===== src/rtl/platform_field.sv =====
// Platform set of the game field: landing detection, field scrolling with
// platform recycling, per-pixel platform flag and running score.
module platform_field #(
  parameter int unsigned NUM_PLAT    = 8,
  parameter int unsigned H           = 480,
  parameter int unsigned X_MIN       = 140,
  parameter int unsigned PLAT_W      = 57,
  parameter int unsigned PLAT_H      = 10,
  parameter int unsigned DOODLE_W    = 32,
  parameter int unsigned DOODLE_H    = 32,
  parameter int unsigned SPACING     = 60,
  parameter int unsigned SCROLL_LINE = 160,
  parameter int unsigned MAX_SCROLL  = 15
) (
  input  logic        Clk,
  input  logic        Reset,
  input  logic [1:0]  frame_clk_edge,
  input  logic        game_active,
  input  logic [9:0]  doodle_x,
  input  logic [9:0]  doodle_y,
  input  logic        doodle_falling,
  input  logic [9:0]  DrawX,
  input  logic [9:0]  DrawY,
  output logic        plat_on,
  output logic        bounce,
  output logic        scroll_valid,
  output logic [9:0]  scroll_amt,
  output logic [15:0] score
);

  localparam int unsigned IDXW    = (NUM_PLAT > 1) ? $clog2(NUM_PLAT) : 1;
  localparam int unsigned FIRST_Y = H - 20;
  localparam int unsigned WRAP    = NUM_PLAT * SPACING;
  localparam logic [IDXW-1:0] LAST_IDX = IDXW'(NUM_PLAT - 1);

  typedef enum logic [2:0] {
    IDLE,
    SETUP,
    RUN,
    CHECK,
    SCROLL,
    DONE
  } state_t;

  state_t          state, state_n;
  logic [IDXW-1:0] idx, idx_n;

  logic [9:0]  plat_x [NUM_PLAT];
  logic [9:0]  plat_y [NUM_PLAT];
  logic [15:0] lfsr;
  logic [9:0]  snap_x, snap_y;
  logic        snap_fall;
  logic        hit;
  logic [9:0]  amt;

  logic        lfsr_fb_c;
  logic [9:0]  x_new_c;
  logic [9:0]  setup_y_c;
  logic [10:0] cur_x_c, cur_y_c, foot_c, snap_x11_c, ny_c;
  logic        hit_c;
  logic [9:0]  amt_c;
  logic [16:0] score_sum_c;
  logic        plat_on_c;
  logic        frame_edge_c;

  assign frame_edge_c = (frame_clk_edge == 2'b01);

  // State register
  always_ff @(posedge Clk) begin
    if (Reset) begin
      state <= IDLE;
      idx   <= '0;
    end else begin
      state <= state_n;
      idx   <= idx_n;
    end
  end

  // Next-state logic; dropping game_active abandons any sequence in flight
  always_comb begin
    state_n = state;
    idx_n   = idx;
    if (state != IDLE && !game_active) begin
      state_n = IDLE;
      idx_n   = '0;
    end else begin
      case (state)
        IDLE: begin
          if (game_active) begin
            state_n = SETUP;
            idx_n   = '0;
          end
        end
        SETUP: begin
          if (idx == LAST_IDX) begin
            state_n = RUN;
            idx_n   = '0;
          end else begin
            idx_n = idx + IDXW'(1);
          end
        end
        RUN: begin
          if (frame_edge_c) begin
            state_n = CHECK;
            idx_n   = '0;
          end
        end
        CHECK: begin
          if (idx == LAST_IDX) begin
            state_n = SCROLL;
            idx_n   = '0;
          end else begin
            idx_n = idx + IDXW'(1);
          end
        end
        SCROLL: begin
          if (idx == LAST_IDX) begin
            state_n = DONE;
            idx_n   = '0;
          end else begin
            idx_n = idx + IDXW'(1);
          end
        end
        DONE: begin
          state_n = RUN;
        end
        default: begin
          state_n = IDLE;
          idx_n   = '0;
        end
      endcase
    end
  end

  // Per-platform arithmetic, all 11-bit so sums never wrap
  always_comb begin
    lfsr_fb_c   = lfsr[0] ^ lfsr[2] ^ lfsr[3] ^ lfsr[5];
    x_new_c     = 10'(X_MIN) + 10'(lfsr[7:0]);
    setup_y_c   = 10'(FIRST_Y - SPACING * 32'(idx));
    cur_x_c     = {1'b0, plat_x[idx]};
    cur_y_c     = {1'b0, plat_y[idx]};
    snap_x11_c  = {1'b0, snap_x};
    foot_c      = {1'b0, snap_y} + 11'(DOODLE_H);
    hit_c       = snap_fall
                  && (foot_c >= cur_y_c)
                  && (foot_c < cur_y_c + 11'(PLAT_H))
                  && (snap_x11_c + 11'(DOODLE_W) > cur_x_c)
                  && (snap_x11_c < cur_x_c + 11'(PLAT_W));
    ny_c        = cur_y_c + {1'b0, amt};
    score_sum_c = {1'b0, score} + 17'(amt);
  end

  // Scroll amount from the snapshot, capped per frame
  always_comb begin
    amt_c = '0;
    if (snap_y < 10'(SCROLL_LINE)) begin
      amt_c = 10'(SCROLL_LINE) - snap_y;
      if (amt_c > 10'(MAX_SCROLL)) begin
        amt_c = 10'(MAX_SCROLL);
      end
    end
  end

  // Pixel hit test against every platform
  always_comb begin
    plat_on_c = 1'b0;
    for (int unsigned i = 0; i < NUM_PLAT; i++) begin
      if ((DrawX >= plat_x[i]) && ({1'b0, DrawX} < {1'b0, plat_x[i]} + 11'(PLAT_W)) &&
          (DrawY >= plat_y[i]) && ({1'b0, DrawY} < {1'b0, plat_y[i]} + 11'(PLAT_H))) begin
        plat_on_c = 1'b1;
      end
    end
  end

  // Datapath; the DONE-cycle outputs are loaded on the final SCROLL step
  always_ff @(posedge Clk) begin
    if (Reset) begin
      lfsr         <= 16'hACE1;
      for (int unsigned i = 0; i < NUM_PLAT; i++) begin
        plat_x[i] <= '0;
        plat_y[i] <= '0;
      end
      snap_x       <= '0;
      snap_y       <= '0;
      snap_fall    <= 1'b0;
      hit          <= 1'b0;
      amt          <= '0;
      score        <= '0;
      scroll_amt   <= '0;
      bounce       <= 1'b0;
      scroll_valid <= 1'b0;
      plat_on      <= 1'b0;
    end else begin
      lfsr         <= {lfsr_fb_c, lfsr[15:1]};
      plat_on      <= plat_on_c;
      bounce       <= 1'b0;
      scroll_valid <= 1'b0;
      if (game_active) begin
        case (state)
          SETUP: begin
            plat_x[idx] <= x_new_c;
            plat_y[idx] <= setup_y_c;
          end
          RUN: begin
            if (frame_edge_c) begin
              snap_x    <= doodle_x;
              snap_y    <= doodle_y;
              snap_fall <= doodle_falling;
              hit       <= 1'b0;
            end
          end
          CHECK: begin
            if (hit_c) begin
              hit <= 1'b1;
            end
            if (idx == LAST_IDX) begin
              amt <= amt_c;
            end
          end
          SCROLL: begin
            if (ny_c >= 11'(H)) begin
              plat_y[idx] <= 10'(ny_c - 11'(WRAP));
              plat_x[idx] <= x_new_c;
            end else begin
              plat_y[idx] <= ny_c[9:0];
            end
            if (idx == LAST_IDX) begin
              bounce       <= hit;
              scroll_valid <= 1'b1;
              scroll_amt   <= amt;
              score        <= score_sum_c[16] ? 16'hFFFF : score_sum_c[15:0];
            end
          end
          default: ;
        endcase
      end
    end
  end

endmodule


===== config.mk =====
export PLATFORM = sky130hd
export DESIGN_NAME = platform_field
export DESIGN_NICKNAME = d
export VERILOG_FILES = /design/src/rtl/platform_field.sv
export SDC_FILE = /design/constraint.sdc
export NUM_CORES = 1
export LEC_CHECK = 0
export BUFFER_PORTS_ARGS = -buffer_cell sky130_fd_sc_hd__buf_2
export CORE_UTILIZATION = 50
export DETAILED_ROUTE_END_ITERATION = 7
export PLACE_DENSITY_LB_ADDON = 0.15
export SLEW_MARGIN = 20
export SYNTH_ARGS = -nofsm -noshare
export SYNTH_HDL_FRONTEND = slang
export SYNTH_SLANG_ARGS = --single-unit
export TNS_END_PERCENT = 5

===== constraint.sdc =====
create_clock -name Clk -period 5.9 [get_ports Clk]
set_clock_uncertainty 0.05 [all_clocks]
set_input_delay 1.475 -clock Clk [delete_from_list [all_inputs] [get_ports Clk]]
set_output_delay 1.475 -clock Clk [all_outputs]
set_load 0.01 [all_outputs]

---- After elaboration in Yosys (flattened, before gate mapping) ----
Memory sizes are Yosys's and may differ from the RTL's. A register that Yosys moved wholly into a read port is not among the register bits.
Cells that the tools add are included.
storage, ports and cells
  output and inout bits ................... 29
  memories kept ........................... 2
  logic and storage cells ................. 204
  input port bits ......................... 46
  flip-flop bits (word level) ............. 83
  bits in writable memories ............... 152
memories
  memory  depth  bits a word  rd ports  clocked after Yosys merged registers in  wr ports  RTL line  text
  plat_y  8      10           9         1                                        8         49        logic [9:0] plat_y [NUM_PLAT];
  plat_x  8      9            9         1                                        8         48        logic [9:0] plat_x [NUM_PLAT];
operators by class
  reductions and logical operators ........ 45
  $add $sub $neg .......................... 27
  bitwise gates (word level) .............. 10
  multipliers ............................. 1
  equality and inequality tests ........... 13
  multiplexer cells ....................... 54
  magnitude comparators ................... 39
operator list
  kind                   count
  $lt 10x11->1           17
  $ge 10x10->1           16
  $add 10x6->11 const B  11
  $add 10x4->11 const B  9
  $mux 10                5
  $mux 3                 14
  $logic_and 1x1->1      29
  $mux 1                 29
  $mux 9                 2
  $pmux 3 s6             1
  $add 16x10->17         1
  $mux 16                1
  $ne 2x2->1 const B     6
  $pmux 3 s4             1
  $reduce_and 3->1       4
  $add 10x10->11         1
  $ge 11x10->1           1
  $ge 11x9->1 const B    1
  $gt 11x10->1           1
  $lt 11x11->1           1
  $gt 10x4->1 const B    1
  $lt 10x8->1 const B    1
  $reduce_or 10->1       1
  $sub 10x9->10 const B  1
  23 further kinds       34

---- Depth between registers and ports, before layout ----
Gate-level depths: netlist (run 1).
An unclocked memory read counts as a cell.
  word-level depth ........................ 14
  mapped depth ............................ 17
  gate-level depth less buffers ........... 16

---- Worst setup path after synthesis (run 1) ----
Ideal clock, no wire load.
  path kind ............................... register to register
  start point ............................. register (tool-made name)
  end point ............................... memory plat_x[2][0] (netlist bit) (enable)
  library setup time ...................... 0.377 ns
  period minus slack after synthesis ...... 4.906 ns
  buffers on the path ..................... 2
  required time ........................... 5.473 ns
  slack ................................... 0.994 ns
  cell stages (with the launch flop) ...... 16
  arrival ................................. 4.479 ns
  path through ............................ dfxtp_1 buf_2 buf_2 mux4_2 mux2i_1 inv_1 ha_1 o21ai_0 or4b_1 nand3_2 ha_1 a41oi_2 or4_4 nand2_1 nor2_1 o21bai_1
RTL lines
  item       RTL line
  to (decl)  48

==> flow_summary.html, run 1 <==
<table>
<tr><th>Metric</th><th>Value</th></tr>
<tr><th colspan="2">Min path</th></tr>
<tr><td>Number of stages on the worst hold path</td><td>1</td></tr>
<tr><td>Hold endpoint</td><td>lfsr[7]</td></tr>
<tr><td>Kind of path behind the tightest hold check</td><td>flip-flop to flip-flop</td></tr>
<tr><td>Hold Startpoint</td><td>lfsr[8]</td></tr>
<tr><th colspan="2">Logic synthesis</th></tr>
<tr><td>Sequential area share after synthesis</td><td>between 20 and 30%</td></tr>
<tr><td>Fraction of registers with async set or reset after synthesis</td><td>0%</td></tr>
<tr><td>Post-synth top area share</td><td>23.7%</td></tr>
<tr><td>Synth top cells by count</td><td>ha_1, nor2_1, inv_1</td></tr>
<tr><td>Number of synthesized register bits</td><td>238</td></tr>
<tr><td>Largest area contributor in the synthesized netlist</td><td>ha_1</td></tr>
<tr><td>Post-synth EDFFs</td><td>approximately 150</td></tr>
<tr><td>Synthesized netlist cell count</td><td>about 2.3k</td></tr>
<tr><td>Cell with the most instances after synthesis</td><td>ha_1</td></tr>
<tr><td>Net count of the mapped netlist</td><td>around 2.7k</td></tr>
<tr><td>Top_reg_cell synth</td><td>edfxtp_1</td></tr>
<tr><td>Count of different cell masters after synthesis</td><td>78</td></tr>
<tr><td>Syn. warnings</td><td>0</td></tr>
<tr><td>Post-synthesis instance area</td><td>21100 sq um</td></tr>
<tr><td>Syn_area_per_cell</td><td>9.26 sq um</td></tr>
<tr><td>Cell types with the largest area share after synthesis</td><td>ha_1, edfxtp_1, dfxtp_1</td></tr>
<tr><th colspan="2">Clock tree</th></tr>
<tr><td>Clock transition time at the flip-flop clock pins of the worst setup and hold paths</td><td>0.06 ns</td></tr>
<tr><td>Longest Clk Path Bufs</td><td>3</td></tr>
<tr><td>Post-cts resize count</td><td>0</td></tr>
<tr><td>Num CTS Buffers</td><td>24</td></tr>
<tr><td>CTS H-Tree Depth</td><td>1</td></tr>
<tr><td>TritonCTS clock tree</td><td>built</td></tr>
<tr><td>Clock tree root driver cell</td><td>clkbuf_16</td></tr>
<tr><td>Hold_buf cts</td><td>0</td></tr>
<tr><td>Post-CTS setup repair buffer count</td><td>0</td></tr>
<tr><td>Clock insertion delay at the later pin of the skew report</td><td>0.53 ns</td></tr>
<tr><td>Sinks on Clock Net</td><td>~240</td></tr>
<tr><th colspan="2">Global routing</th></tr>
<tr><td>Aggregate global-route resource usage</td><td>between 20 and 30%</td></tr>
<tr><td>Pin count of the biggest net entering global routing</td><td>47</td></tr>
<tr><td>Wire length of the first global-routing pass</td><td>93900 um</td></tr>
<tr><td>Number of antenna violations at the first check in global routing</td><td>2</td></tr>
<tr><td>Via count of the first global-routing pass</td><td>~17k</td></tr>
<tr><td>GRT overflow</td><td>0</td></tr>
<tr><th colspan="2">Worst setup path</th></tr>
<tr><td>Critical path data required time</td><td>6.09 ns</td></tr>
<tr><td>Critical path data arrival time</td><td>5.58 ns</td></tr>
<tr><td>Element type at the critical path start</td><td>flip-flop</td></tr>
<tr><td>Reg-to-reg endpoint</td><td>plat_x[3][8]</td></tr>
<tr><td>Cell depth of the worst flop-to-flop path</td><td>15</td></tr>
<tr><td>Critical Path Fanout Max</td><td>17</td></tr>
<tr><td>Critical path class</td><td>flip-flop to flip-flop</td></tr>
<tr><td>Critical path endpoint category</td><td>flip-flop</td></tr>
<tr><td>Setup slack of the most critical reg-to-reg path</td><td>around 0.5 ns</td></tr>
<tr><th colspan="2">STA</th></tr>
<tr><td>Maximum clock frequency</td><td>around 190 MHz</td></tr>
<tr><td>Worst-case setup margin in the final layout</td><td>0.510 ns</td></tr>
<tr><td>Post-Route Setup TNS</td><td>0 ns</td></tr>
<tr><td>Final cycle utilization of the critical path</td><td>between 90% and 100%</td></tr>
<tr><td>Final critical-path required period</td><td>5.39 ns</td></tr>
<tr><td>Count of final hold-check violations</td><td>0</td></tr>
<tr><td>Final slew viol count</td><td>0</td></tr>
<tr><td>Unrepaired setup endpoints after global routing</td><td>false</td></tr>
<tr><td>Count of endpoints failing setup in the final report</td><td>0</td></tr>
<tr><td>Transition time of the tightest slew-check pin</td><td>around 1.1 ns</td></tr>
<tr><td>Worst rel slew slack</td><td>26.9%</td></tr>
<tr><th colspan="2">Route</th></tr>
<tr><td># DRC</td><td>0</td></tr>
<tr><td>Vias/cell</td><td>6.00</td></tr>
<tr><td>Uppermost signal routing layer after detailed routing</td><td>met5</td></tr>
<tr><td>Metal3 WL</td><td>4180 um</td></tr>
<tr><td>Antenna viol nets, final</td><td>0</td></tr>
<tr><td>Drt initial violations</td><td>1257</td></tr>
<tr><td>First-pass detailed-route iteration total</td><td>5</td></tr>
<tr><td>Total length of routed wires</td><td>approximately 60000 um</td></tr>
<tr><td>Total length of routed met2 wires</td><td>27800 um</td></tr>
<tr><td>Via count</td><td>17.4k</td></tr>
<tr><td>Wire length on met1</td><td>26100 um</td></tr>
<tr><td>Wire length per cell after detailed routing</td><td>20.6 um</td></tr>
<tr><th colspan="2">Run status</th></tr>
<tr><td>Status</td><td>complete, no violations</td></tr>
<tr><th colspan="2">Layout</th></tr>
<tr><td>Final Instance Area</td><td>22900 sq um</td></tr>
<tr><td>Final Core Density</td><td>between 50% and 60%</td></tr>
<tr><td>Final net count</td><td>about 2.8k</td></tr>
<tr><td>Layout overhead on the synthesized area</td><td>8.66%</td></tr>
<tr><td>Share of post-route cells with drive strength above 1</td><td>8.37%</td></tr>
<tr><th colspan="2">Placed design</th></tr>
<tr><td>Quantity of I/O buffers inserted on ports</td><td>74</td></tr>
<tr><td>HPWL after detailed placement</td><td>46800 um</td></tr>
<tr><td>Cell area after placement</td><td>roughly 22000 sq um</td></tr>
<tr><td>Post-Place Worst Slack</td><td>0.583 ns</td></tr>
<tr><td>Gpl congestion</td><td>approximately 0.91</td></tr>
<tr><th colspan="2">Die</th></tr>
<tr><td>Total die area</td><td>43000 sq um</td></tr>
<tr><td>Die W</td><td>207 um</td></tr>
<tr><td>Ports</td><td>between 70 and 80</td></tr>
<tr><td>Number of standard-cell rows in the floorplan</td><td>74</td></tr>
<tr><td>Core area</td><td>41200 sq um</td></tr>
<tr><td>Initial Util</td><td>roughly half</td></tr>
<tr><td>Die Y</td><td>just over 200 um</td></tr>
<tr><th colspan="2">Power and ir drop</th></tr>
<tr><td>Total power density per cell area</td><td>190 nW/um^2</td></tr>
<tr><td>Total power after layout</td><td>4.34 mW</td></tr>
<tr><td>Lkg Pwr</td><td>9.55 nW</td></tr>
<tr><td>Max IR drop VDD</td><td>about 0.00022 V</td></tr>
<tr><th colspan="2">Flow run</th></tr>
<tr><td>Reported max-cap violation count</td><td>0</td></tr>
</table>
[kinds of logic after synthesis]
group | after synthesis | synth area share, %
XOR/XNOR | 153 | 6.42
AO/OA/AOI/OAI | 491 | 15.0
adder cells (fa/ha/maj) | 404 | 24.2
flip-flops | 238 | 29.8
multiplexers | 60 | 5.12
buffers and inverters | 251 | 4.51
AND/OR/NAND/NOR | 678 | 14.9
[per-layer routing]
metal,vias to the layer above,track usage (%)
li1,8424,-
met1,8347,36.9
met2,543,47.3
met3,88,3.43
met4,2,7.69
met5,-,0
[cell type report]
cell class              instances  area, sq um
clock inverters                12          149
repair buffers                 96          536
fillers                      3689        18300
flip-flops and latches        238         6290
diodes                          1         2.50
clock buffers                  32          641
multi-input cells            1786        13900
inverters                     203          762
well taps                     532          666
[power by group]
| group | switching, mW | internal (mW) | total [mW] |
|---|---|---|---|
| Sequential | 0.0833 | 1.82 | 1.90 |
| Combinational | 0.526 | 0.368 | 0.895 |
| Clock | 0.645 | 0.899 | 1.54 |
| Total | 1.25 | 3.09 | 4.34 |
[stage by stage]
step / hold WS, ns / cells
2_1_floorplan: 0.339 / 2275
3_3_place_gp: 0.344 / 2855
3_5_place_dp: 0.349 / 2855
4_1_cts: 0.364 / 2899
5_1_grt: 0.376 / 2899
6_report: 0.359 / 2900
[flip-flops by register name (all words and copies together), names as in the netlist, 10 cells and up, named ones only]
signal / flops
snap_x: 10
score: 16
plat_x: 72
lfsr: 16
snap_y: 10
plat_y: 80
amt: 10
scroll_amt: 10
[worst max-delay path by stage]
| stage | start | cells after the start | end |
|---|---|---|---|
| global route | flip-flop | 14 | plat_x[3][8] |
| global placement | flip-flop | 14 | plat_x[2][2] |
| CTS | flip-flop | 15 | plat_x[3][1] |
| detailed placement | flip-flop | 15 | plat_x[2][3] |
| floorplan | flip-flop | 15 | plat_x[2][0] |
| finish | flip-flop | 15 | plat_x[3][8] |
[placed cells by master, fill, tap and decap left out, types with 9 or more instances in the layout]
cell and instances:
a2111oi_0 12, a211o_1 9, nor4_1 14, edfxtp_1 152
xnor2_1 128, xor2_1 24, a211oi_1 30, nand2b_1 28
nand3_1 51, mux4_2 38, o21ai_0 109, o21a_1 21
a21boi_0 14, buf_4 22, a21oi_1 141, mux2i_1 20
a21o_1 31, nand2_1 158, a31oi_1 27, o211ai_1 17
o21bai_1 17, dfxtp_1 84, clkbuf_16 24, nor2_1 235
nor2b_1 21, and2_1 11, buf_2 74, o2111ai_1 13
ha_1 399, or2_2 12, and3_1 11, inv_1 202
nor3_1 81, nand4_1 25
[critical path, stage by stage (launching register included)]
cell	delay (ns)
dfxtp_2	0.71
buf_4	0.23
mux4_2	0.50
mux2i_1	0.44
inv_1	0.14
ha_1	0.42
a211oi_2	0.13
or4b_1	0.54
nand3_2	0.14
ha_1	0.23
a41oi_2	0.07
or4_4	0.55
nand2_1	0.20
nor2_1	0.24
o21bai_1	0.25
buf_4	0.23
Power figures use the tool's default switching activity.
==> inputs of run 2 (changes only) <==
--- a/config.mk
+++ b/config.mk
@@ -7,6 +7,7 @@
 export LEC_CHECK = 0
 export BUFFER_PORTS_ARGS = -buffer_cell sky130_fd_sc_hd__buf_2
 export CORE_UTILIZATION = 50
+export CTS_BUF_LIST = sky130_fd_sc_hd__clkbuf_8
 export DETAILED_ROUTE_END_ITERATION = 7
 export PLACE_DENSITY_LB_ADDON = 0.15
 export SLEW_MARGIN = 20
==> run 2 against run 1 <==
Compared with the run above:
- register-to-register slack worse by 0.02 ns
- critical endpoint is now plat_x[2][6]
- routed wire length about the same
- worst hold slack improved by 0.0052 ns
- clock power shrank 12%
- final area decreased by 0.28%
- largest power group unchanged
- critical path depth unchanged
- sequential share of layout area increased by 0.078 points
- setup slack got worse by 0.021 ns
==> flow_summary.html, run 2 (synthesis gave the netlist of run 1 again) <==
<table>
<tr><th>Metric</th><th>Value</th></tr>
<tr><th colspan="2">Run status</th></tr>
<tr><td>Status</td><td>complete, no violations</td></tr>
<tr><th colspan="2">Worst setup path</th></tr>
<tr><td>Critical path class</td><td>flip-flop to flip-flop</td></tr>
<tr><td>Critical path data arrival time</td><td>5.60 ns (+0.02 ns)</td></tr>
<tr><td>Critical path data required time</td><td>6.09 ns (about the same)</td></tr>
<tr><td>Critical Path Fanout Max</td><td>17 (unchanged)</td></tr>
<tr><td>Critical path endpoint category</td><td>flip-flop</td></tr>
<tr><td>Element type at the critical path start</td><td>flip-flop</td></tr>
<tr><th colspan="2">Global routing</th></tr>
<tr><td>Pin count of the biggest net entering global routing</td><td>47 (unchanged)</td></tr>
<tr><td>Wire length of the first global-routing pass</td><td>94300 um (+0.46%)</td></tr>
<tr><td>Via count of the first global-routing pass</td><td>17.3k (+0.52%)</td></tr>
<tr><td>Aggregate global-route resource usage</td><td>27.9% (+0.21 points)</td></tr>
<tr><td>GRT overflow</td><td>0 (unchanged)</td></tr>
<tr><td>Number of antenna violations at the first check in global routing</td><td>2 (unchanged)</td></tr>
<tr><th colspan="2">Die</th></tr>
<tr><td>Total die area</td><td>43000 sq um (unchanged)</td></tr>
<tr><td>Initial Util</td><td>51.2% (unchanged)</td></tr>
<tr><td>Core area</td><td>41200 sq um (unchanged)</td></tr>
<tr><td>Ports</td><td>75 (unchanged)</td></tr>
<tr><td>Die W</td><td>207 um (unchanged)</td></tr>
<tr><td>Number of standard-cell rows in the floorplan</td><td>74 (unchanged)</td></tr>
<tr><td>Die Y</td><td>207 um (unchanged)</td></tr>
<tr><th colspan="2">Min path</th></tr>
<tr><td>Hold Startpoint</td><td>lfsr[14]</td></tr>
<tr><td>Kind of path behind the tightest hold check</td><td>flip-flop to flip-flop</td></tr>
<tr><th colspan="2">STA</th></tr>
<tr><td>Count of final hold-check violations</td><td>0 (unchanged)</td></tr>
<tr><td>Final Hold Slack</td><td>0.364 ns (+0.00523 ns)</td></tr>
<tr><td>Final slew viol count</td><td>0 (unchanged)</td></tr>
<tr><td>Unrepaired setup endpoints after global routing</td><td>false</td></tr>
<tr><td>Transition time of the tightest slew-check pin</td><td>1.09 ns (-0.00151 ns)</td></tr>
<tr><td>Worst-case setup margin in the final layout</td><td>0.489 ns (-0.0211 ns)</td></tr>
<tr><td>Final critical-path required period</td><td>5.41 ns (+0.0211 ns)</td></tr>
<tr><td>Count of endpoints failing setup in the final report</td><td>0 (unchanged)</td></tr>
<tr><td>Maximum clock frequency</td><td>185 MHz (-0.39%)</td></tr>
<tr><td>Post-Route Setup TNS</td><td>0 ns (unchanged)</td></tr>
<tr><td>Worst rel slew slack</td><td>27.0% (+0.10 points)</td></tr>
<tr><td>Final cycle utilization of the critical path</td><td>91.7% (+0.36 points)</td></tr>
<tr><th colspan="2">Clock tree</th></tr>
<tr><td>Post-cts resize count</td><td>0 (unchanged)</td></tr>
<tr><td>Clock insertion delay at the later pin of the skew report</td><td>0.55 ns (+0.02 ns)</td></tr>
<tr><td>Longest Clk Path Bufs</td><td>3 (unchanged)</td></tr>
<tr><td>CTS H-Tree Depth</td><td>2 (+1)</td></tr>
<tr><td>Post-CTS setup repair buffer count</td><td>0 (unchanged)</td></tr>
<tr><td>Hold_buf cts</td><td>0 (unchanged)</td></tr>
<tr><td>Sinks on Clock Net</td><td>238 (unchanged)</td></tr>
<tr><td>Num CTS Buffers</td><td>39 (+63%)</td></tr>
<tr><td>Clock tree root driver cell</td><td>clkbuf_8</td></tr>
<tr><td>TritonCTS clock tree</td><td>built</td></tr>
<tr><td>Clock transition time at the flip-flop clock pins of the worst setup and hold paths</td><td>0.06 ns (about the same)</td></tr>
<tr><th colspan="2">Power and ir drop</th></tr>
<tr><td>Lkg Pwr</td><td>9.57 nW (+0.27%)</td></tr>
<tr><td>Total power density per cell area</td><td>182 nW/um^2 (-4.0%)</td></tr>
<tr><td>Max IR drop VDD</td><td>0.000175 V (-21%)</td></tr>
<tr><th colspan="2">Layout</th></tr>
<tr><td>Final std cells w/o fill</td><td>2926 (+0.90%)</td></tr>
<tr><td>Registers with the most flip-flops</td><td>plat_y x80, plat_x x72</td></tr>
<tr><td>Final Instance Area</td><td>22800 sq um (-0.28%)</td></tr>
<tr><td>Final net count</td><td>2814 (+0.54%)</td></tr>
<tr><td>Layout overhead on the synthesized area</td><td>8.35%</td></tr>
<tr><td>Flip-flop count of the largest register, all copies and words added</td><td>80 (unchanged)</td></tr>
<tr><td>Share of post-route cells with drive strength above 1</td><td>9.15% (+0.79 points)</td></tr>
<tr><td>Leading cell type in the layout, fill and taps excluded</td><td>ha_1</td></tr>
<tr><td>Largest Register</td><td>plat_y</td></tr>
<tr><td>Most frequent cells in the layout</td><td>ha_1, nor2_1, inv_1</td></tr>
<tr><th colspan="2">Route</th></tr>
<tr><td>Total length of routed wires</td><td>59700 um (about the same)</td></tr>
<tr><td>Antenna viol nets, final</td><td>0 (unchanged)</td></tr>
<tr><td>Wire length per cell after detailed routing</td><td>20.4 um (-0.82%)</td></tr>
<tr><td># DRC</td><td>0 (unchanged)</td></tr>
<tr><td>First-pass detailed-route iteration total</td><td>6 (+1)</td></tr>
<tr><td>Vias/cell</td><td>5.96 (-0.75%)</td></tr>
<tr><td>Drt initial violations</td><td>1289 (+2.5%)</td></tr>
<tr><td>Via count</td><td>17.4k (+0.14%)</td></tr>
<tr><th colspan="2">Placed design</th></tr>
<tr><td>HPWL after detailed placement</td><td>46800 um (unchanged)</td></tr>
<tr><td>Quantity of I/O buffers inserted on ports</td><td>74 (unchanged)</td></tr>
<tr><td>Post-Place Worst Slack</td><td>0.583 ns (unchanged)</td></tr>
<tr><td>Cell area after placement</td><td>22100 sq um (unchanged)</td></tr>
<tr><td>Gpl congestion</td><td>0.911 (unchanged)</td></tr>
<tr><td>Instance count after placement with tap cells included</td><td>2855 (unchanged)</td></tr>
<tr><th colspan="2">Flow run</th></tr>
<tr><td>Reported max-cap violation count</td><td>0 (unchanged)</td></tr>
</table>
run 2: changes by cell type in the layout (fill, tap and decap cells not counted), sizes merged:
cell      delta
bufinv       -3
inv         +10
clkinvlp     +3
clkinv       +4
clkbuf      +12
run 2: path summary, 6_finish.rpt:
| path | to | slack, ns | depth (start not counted) |
|---|---|---|---|
| hold / removal | lfsr[13] | 0.36 | 1 |
| hold reg to reg | lfsr[13] | 0.36 | 1 |
| setup reg to reg | plat_x[2][6] | 0.49 | 15 |
| setup / recovery | plat_x[2][6] | 0.49 | 15 |
run 2: worst max-delay path, cell delays in order (launching register included):
cell and delay [ns]:
dfxtp_2 0.70, buf_4 0.23, mux4_2 0.50, mux2i_1 0.42, inv_1 0.14, ha_1 0.42
a211oi_2 0.13, or4b_1 0.54, nand3_2 0.14, ha_1 0.24, a41oi_2 0.08, or4_4 0.56
nand2_1 0.20, nor2_1 0.24, o21bai_1 0.27, buf_4 0.22
run 2: through the flow:
| step | util, % | power (mW) |
|---|---|---|
| after floorplan | - | 2.51 |
| after global placement | 53.6 | 2.79 |
| after detailed placement | 53.6 | 2.83 |
| after CTS | 55.4 | 4.17 |
| after global routing | 55.4 | 4.37 |
| final | 55.4 | 4.16 |
run 2: power by group:
part           total, mW  leakage (nW)  internal [mW]  switching, mW
Sequential          1.90          2.27           1.82         0.0834
Combinational      0.894          6.90          0.368          0.525
Clock               1.36         0.405          0.686          0.675
Total               4.16          9.57           2.87           1.28
run 2: area by class of cell:
class	instances	area, sq um
fillers	3722	18400
multi-input cells	1786	13900
flip-flops and latches	238	6290
inverters	203	762
well taps	532	666
clock buffers	44	606
repair buffers	96	536
clock inverters	26	119
diodes	1	2.50
run 2: metal layers:
layer	global-route usage [%]	vias up	share of wire [%]	routed length [um]
met5	0	-	0.017	10
met4	8.16	2	2.4	1430
met3	3.89	81	6.9	4130
met2	47.3	546	47	27900
met1	37.1	8333	44	26200
li1	-	8466	-	-
